$ cat src/rtl/decoder_rr_arbiter.sv
// -----------------------------------------------------------------------------
// decoder_rr_arbiter
//
// Round-robin arbiter that lets 16 requesters share a single 4-to-16 select
// decoder. One active requester is chosen and its index is driven onto the
// decoder select lines {a,b,c,d}. A registered one-hot grant is produced
// alongside it. Every grant is followed by one turnaround cycle with no grant,
// so two requesters can never be granted in the same or adjacent cycles.
//
// Optional feature (compile-time macro ARB_QUANTUM_EN):
//   When defined, a grant is preempted after QUANTUM consecutive cycles if
//   another requester is waiting. When undefined, no counter is built and a
//   grant is held until its owner drops its request.
//
// Parameters:
//   QUANTUM    maximum consecutive grant cycles before preemption (2..255),
//              used only with ARB_QUANTUM_EN
//
// Ports:
//   clk        clock, all state updates on the rising edge
//   rst_n      asynchronous active-low reset
//   req[15:0]  request vector, bit i = requester i wants the resource
//   a,b,c,d    registered select index of the granted requester (a = MSB)
//   gnt[15:0]  registered one-hot grant, zero when nobody is granted
//   gnt_valid  high while gnt is non-zero
// -----------------------------------------------------------------------------
module decoder_rr_arbiter #(
  parameter int unsigned QUANTUM = 8
) (
  input  logic        clk,
  input  logic        rst_n,
  input  logic [15:0] req,
  output logic        a,
  output logic        b,
  output logic        c,
  output logic        d,
  output logic [15:0] gnt,
  output logic        gnt_valid
);

  localparam logic [1:0] ST_IDLE  = 2'd0;
  localparam logic [1:0] ST_GRANT = 2'd1;
  localparam logic [1:0] ST_GAP   = 2'd2;

  // Round-robin search: first asserted bit scanning upward from last+1,
  // wrapping 15->0, with index `last` itself examined last. The loop runs
  // from the farthest candidate to the nearest so the nearest hit is the
  // final assignment. Result is {found, index}.
  function automatic logic [4:0] rr_pick(input logic [15:0] req_v,
                                         input logic [3:0]  last_v);
    logic [4:0] pick;
    logic [3:0] idx;
    pick = 5'd0;
    for (int k = 16; k >= 1; k--) begin
      idx = last_v + 4'(k);
      if (req_v[idx]) begin
        pick = {1'b1, idx};
      end else begin
        pick = pick;
      end
    end
    return pick;
  endfunction

  logic [1:0]  state_r, state_s;
  logic [3:0]  last_r, last_s;
  logic [3:0]  sel_r, sel_s;
  logic [15:0] gnt_r, gnt_s;
  logic        gnt_valid_r, gnt_valid_s;
  logic [4:0]  pick_s;

`ifdef ARB_QUANTUM_EN
  localparam logic [7:0] QLIMIT = 8'(QUANTUM - 1);
  logic [7:0] qcnt_r, qcnt_s;
  logic       others_s;
`endif

  // Winner of the round-robin search, evaluated every cycle from the pointer.
  always_comb begin
    pick_s = rr_pick(req, last_r);
  end

`ifdef ARB_QUANTUM_EN
  // Any requester other than the current owner waiting (owner index is last_r).
  always_comb begin
    others_s = |(req & ~(16'd1 << last_r));
  end
`endif

  // Next-state and next-output logic for the IDLE / GRANT / GAP sequence.
  always_comb begin
    state_s     = state_r;
    last_s      = last_r;
    sel_s       = sel_r;
    gnt_s       = gnt_r;
    gnt_valid_s = gnt_valid_r;
`ifdef ARB_QUANTUM_EN
    qcnt_s      = qcnt_r;
`endif
    case (state_r)
      // IDLE and GAP make the same decision; they differ only in name.
      ST_IDLE, ST_GAP: begin
        if (pick_s[4]) begin
          state_s     = ST_GRANT;
          last_s      = pick_s[3:0];
          sel_s       = pick_s[3:0];
          gnt_s       = 16'd1 << pick_s[3:0];
          gnt_valid_s = 1'b1;
`ifdef ARB_QUANTUM_EN
          qcnt_s      = 8'd0;
`endif
        end else begin
          state_s     = ST_IDLE;
          gnt_s       = 16'h0000;
          gnt_valid_s = 1'b0;
        end
      end
      ST_GRANT: begin
        // While granted, last_r is the owner's index.
        if (!req[last_r]) begin
          state_s     = ST_GAP;
          gnt_s       = 16'h0000;
          gnt_valid_s = 1'b0;
        end
`ifdef ARB_QUANTUM_EN
        else if ((qcnt_r == QLIMIT) && others_s) begin
          state_s     = ST_GAP;
          gnt_s       = 16'h0000;
          gnt_valid_s = 1'b0;
        end else begin
          state_s = ST_GRANT;
          // Saturate so a lone owner keeps its grant indefinitely.
          if (qcnt_r != QLIMIT) begin
            qcnt_s = qcnt_r + 8'd1;
          end else begin
            qcnt_s = qcnt_r;
          end
        end
`else
        else begin
          state_s = ST_GRANT;
        end
`endif
      end
      default: begin
        state_s     = ST_IDLE;
        gnt_s       = 16'h0000;
        gnt_valid_s = 1'b0;
      end
    endcase
  end

  // State, pointer and registered outputs.
  always_ff @(posedge clk or negedge rst_n) begin
    if (!rst_n) begin
      state_r     <= ST_IDLE;
      last_r      <= 4'd15;
      sel_r       <= 4'd0;
      gnt_r       <= 16'h0000;
      gnt_valid_r <= 1'b0;
    end else begin
      state_r     <= state_s;
      last_r      <= last_s;
      sel_r       <= sel_s;
      gnt_r       <= gnt_s;
      gnt_valid_r <= gnt_valid_s;
    end
  end

`ifdef ARB_QUANTUM_EN
  // Quantum counter: cycles spent in the current grant.
  always_ff @(posedge clk or negedge rst_n) begin
    if (!rst_n) begin
      qcnt_r <= 8'd0;
    end else begin
      qcnt_r <= qcnt_s;
    end
  end
`endif

  assign {a, b, c, d} = sel_r;
  assign gnt          = gnt_r;
  assign gnt_valid    = gnt_valid_r;

endmodule

$ cat config.mk
export PLATFORM = sky130hd
export DESIGN_NAME = decoder_rr_arbiter
export DESIGN_NICKNAME = d
export VERILOG_FILES = /design/src/rtl/decoder_rr_arbiter.sv
export SDC_FILE = /design/constraint.sdc
export NUM_CORES = 1
export LEC_CHECK = 0
export ABC_AREA = 1
export CELL_PAD_IN_SITES_DETAIL_PLACEMENT = 2
export CELL_PAD_IN_SITES_GLOBAL_PLACEMENT = 2
export CORE_UTILIZATION = 30
export CTS_CLUSTER_DIAMETER = 30
export DETAILED_ROUTE_END_ITERATION = 7
export GPL_TIMING_DRIVEN = 0
export PLACE_DENSITY = 0.84
export SYNTH_ARGS = -nofsm -noshare
export SYNTH_HDL_FRONTEND = slang
export SYNTH_SLANG_ARGS = --single-unit
$ cat constraint.sdc
create_clock -name clk -period 3.75 [get_ports clk]
set_clock_uncertainty 0.05 [all_clocks]
set_input_delay 0.375 -clock clk [delete_from_list [all_inputs] [get_ports clk]]
set_output_delay 0.375 -clock clk [all_outputs]
set_load 0.005 [all_outputs]
==> impl_metrics.json <==
{
  "status": "finished, final reports clean",
  "relSlewSlack": 0.598,
  "overflow": 0,
  "grt_pass1_wl_mm": 18.9,
  "period_minus_slack_ns": 3.48,
  "crit_path_start_kind": "flip-flop",
  "clk_pin_slew_ns": 0.10,
  "arrival_ns": 3.66,
  "detail_route.vias_per_cell": 5.18,
  "die_h_um": 102,
  "clk_latency_ns": 0.28,
  "ant_nets": 0,
  "ys_seq_area_frac": 0.229,
  "vias": 3364,
  "grt_antenna_before_repair": 0,
  "ios": 39,
  "layout_setup_ws_ns": 0.265,
  "core_um2": 9420,
  "port_buffers": 38,
  "firstDrtPassIters": 4,
  "cts_root_buffer": "clkbuf_8",
  "synth_area_leader_cell": "nand2_1",
  "cpPeakStageDelay_ns": 0.56,
  "synthTopCellsByArea": "nand2_1 23%, dfrtp_1 19%, nand3_1 12%, nand2_2 5.5%, a21oi_1 5.4%",
  "drt_iter0_markers": 120,
  "hold_viol_final": 0,
  "die_area_um2": 10300,
  "place_area_um2": 3510,
  "numClockSinks": 27,
  "grt_start_max_net_pins": 28,
  "layout-drive-gt1-share": 0.185,
  "drt-wirelength-per-cell_um": 18.0,
  "setup_violations": 0,
  "slew_viol_final": 0,
  "cts_buffers": 3,
  "netlist_instances": 472,
  "drc_errors": 0,
  "dp_slack_ns": -0.269,
  "ctsHoldBuffers": 0,
  "grt_pass1_vias": 3675,
  "synth_top_area_frac": 0.235,
  "cts_tree": "done",
  "fmax_mhz": 287,
  "period_share": 0.929,
  "drt_wl_total_mm": 11.7,
  "cts_htree_levels": 1,
  "crit_type": "reg2reg",
  "fin_area_um2": 3680,
  "synth.cell_area_um2": 2970,
  "synth_nets": 497,
  "cts.path.max_buffers": 2,
  "ys_warn_count": 0,
  "cap_violations": 0,
  "min_path_type": "in2async",
  "final.setup.tns_ns": 0,
  "required_ns": 3.93,
  "post-dp-hpwl_mm": 9.25,
  "r2r_slack_ns": 0.27,
  "path_buf_inv": 6,
  "die_w_um": 102,
  "initial_core_util": 0.316,
  "synth_cell_types": 37,
  "slowest_stage": "dfstp_2",
  "end_kind": "flip-flop",
  "path_delay_family": "simple AND/OR/NAND/NOR gates",
  "nets": 546,
  "n_antenna_cell": 0,
  "grtUsageTotal": 0.240,
  "rows": 35,
  "mostFrequentLayoutCells": "183 x nand2_1, 72 x nand3_1, 37 x clkdlybuf4s50_1",
  "worst-path-max-fanout": 10,
  "final_common_cell": "nand2_1",
  "worstMarginPinSlew_ns": 0.602,
  "avgSynthCellArea_um2": 6.30,
  "gp_congestion": 0.873,
  "critPathMostFrequentCell": "nand2_1",
  "area_delta_synth_final_pct": 24.0,
  "ys_ff_latch": 27
}
layer usage:
metal	wire length, um	global-route usage	part of all wire
met1	5260	0.315	0.45
met2	5880	0.434	0.50
met3	475	0.0159	0.041
met4	99	0.0479	0.0085
met5	0	0	0
cells by family after synthesis:
| group | Yosys count | synth area share |
|---|---|---|
| AOI/OAI and AO/OA | 54 | 0.114 |
| xor gates and xnor gates | 7 | 0.0295 |
| adders and majority gates | 7 | 0.0295 |
| buffers and inverters | 57 | 0.0939 |
| and+or+nand+nor | 320 | 0.504 |
| DFF | 27 | 0.229 |
what timing repair did:
action / in CTS / in global routing
resized for setup: 7 / 13
pin swaps: 0 / 4
setup endpoints to repair: 25 / 24
setup buffers: 0 / 6
cell type report:
cell class | count | area [um2]
plain buffers | 12 | 121
clock buffers | 3 | 41.3
clock inverters | 1 | 7.51
fillers | 1161 | 5730
inverters | 45 | 181
multi-input cells | 388 | 2070
flip-flops and latches | 27 | 681
well taps | 129 | 161
repair buffers | 44 | 420
path summary, 6_finish.rpt:
check                                      startpoint                   end  cells after the start
worst min register to register   state_r[1]$_DFF_PN0_  state_r[1]$_DFF_PN0_                      1
worst max register to register  last_r[0]$_DFFE_PN1P_   gnt[15]$_DFFE_PN0N_                     28
min in group clk                 state_r[1]$_DFF_PN0_  state_r[1]$_DFF_PN0_                      1
max in group asynchronous                       rst_n  sel_r[3]$_DFFE_PN0P_                      1
worst min-delay path                            rst_n   gnt[10]$_DFFE_PN0N_                      1
worst max-delay path            last_r[0]$_DFFE_PN1P_   gnt[15]$_DFFE_PN0N_                     28
stage by stage:
| step | hold WS [ns] | util | cells |
|---|---|---|---|
| finish | 0.0308 | 0.391 | 649 |
| global route | 0.0883 | 0.391 | 649 |
| CTS | 0.445 | 0.382 | 643 |
| detailed placement | 0.419 | 0.373 | 639 |
| global placement | 0.395 | 0.373 | 639 |
| floorplan | 0.0294 | - | 472 |
worst reg2reg max path: cells and delay by family, from the launching register on:
kind | cells | cell delay, ns
AOI/OAI and AO/OA | 3 | 0.49
adders and majority gates | 1 | 0.31
buffers and inverters | 6 | 0.69
DFF | 1 | 0.56
and+or+nand+nor | 18 | 1.34
sequential cells by signal, summed over array words and instances, names as in the netlist:
signal	flops
gnt_valid	1
last_r	4
gnt	16
state_r	2
sel_r	4
cell usage after synthesis (all sizes together):
master,count
o21ai,16
a21oi,35
inv,44
dfrtp,23
o21a,1
nor4,4
ha,7
xor2,6
or2,2
clkinv,1
nor2,12
dfstp,4
xnor2,1
a21boi,1
buf,10
a21o,1
nand4,5
clkbuf,2
nand3,77
nor3,2
nand2,218
Power is left out: the tool's default activity adds up to more than one toggle a clock period on the data nets, which glitch-free logic cannot reach.
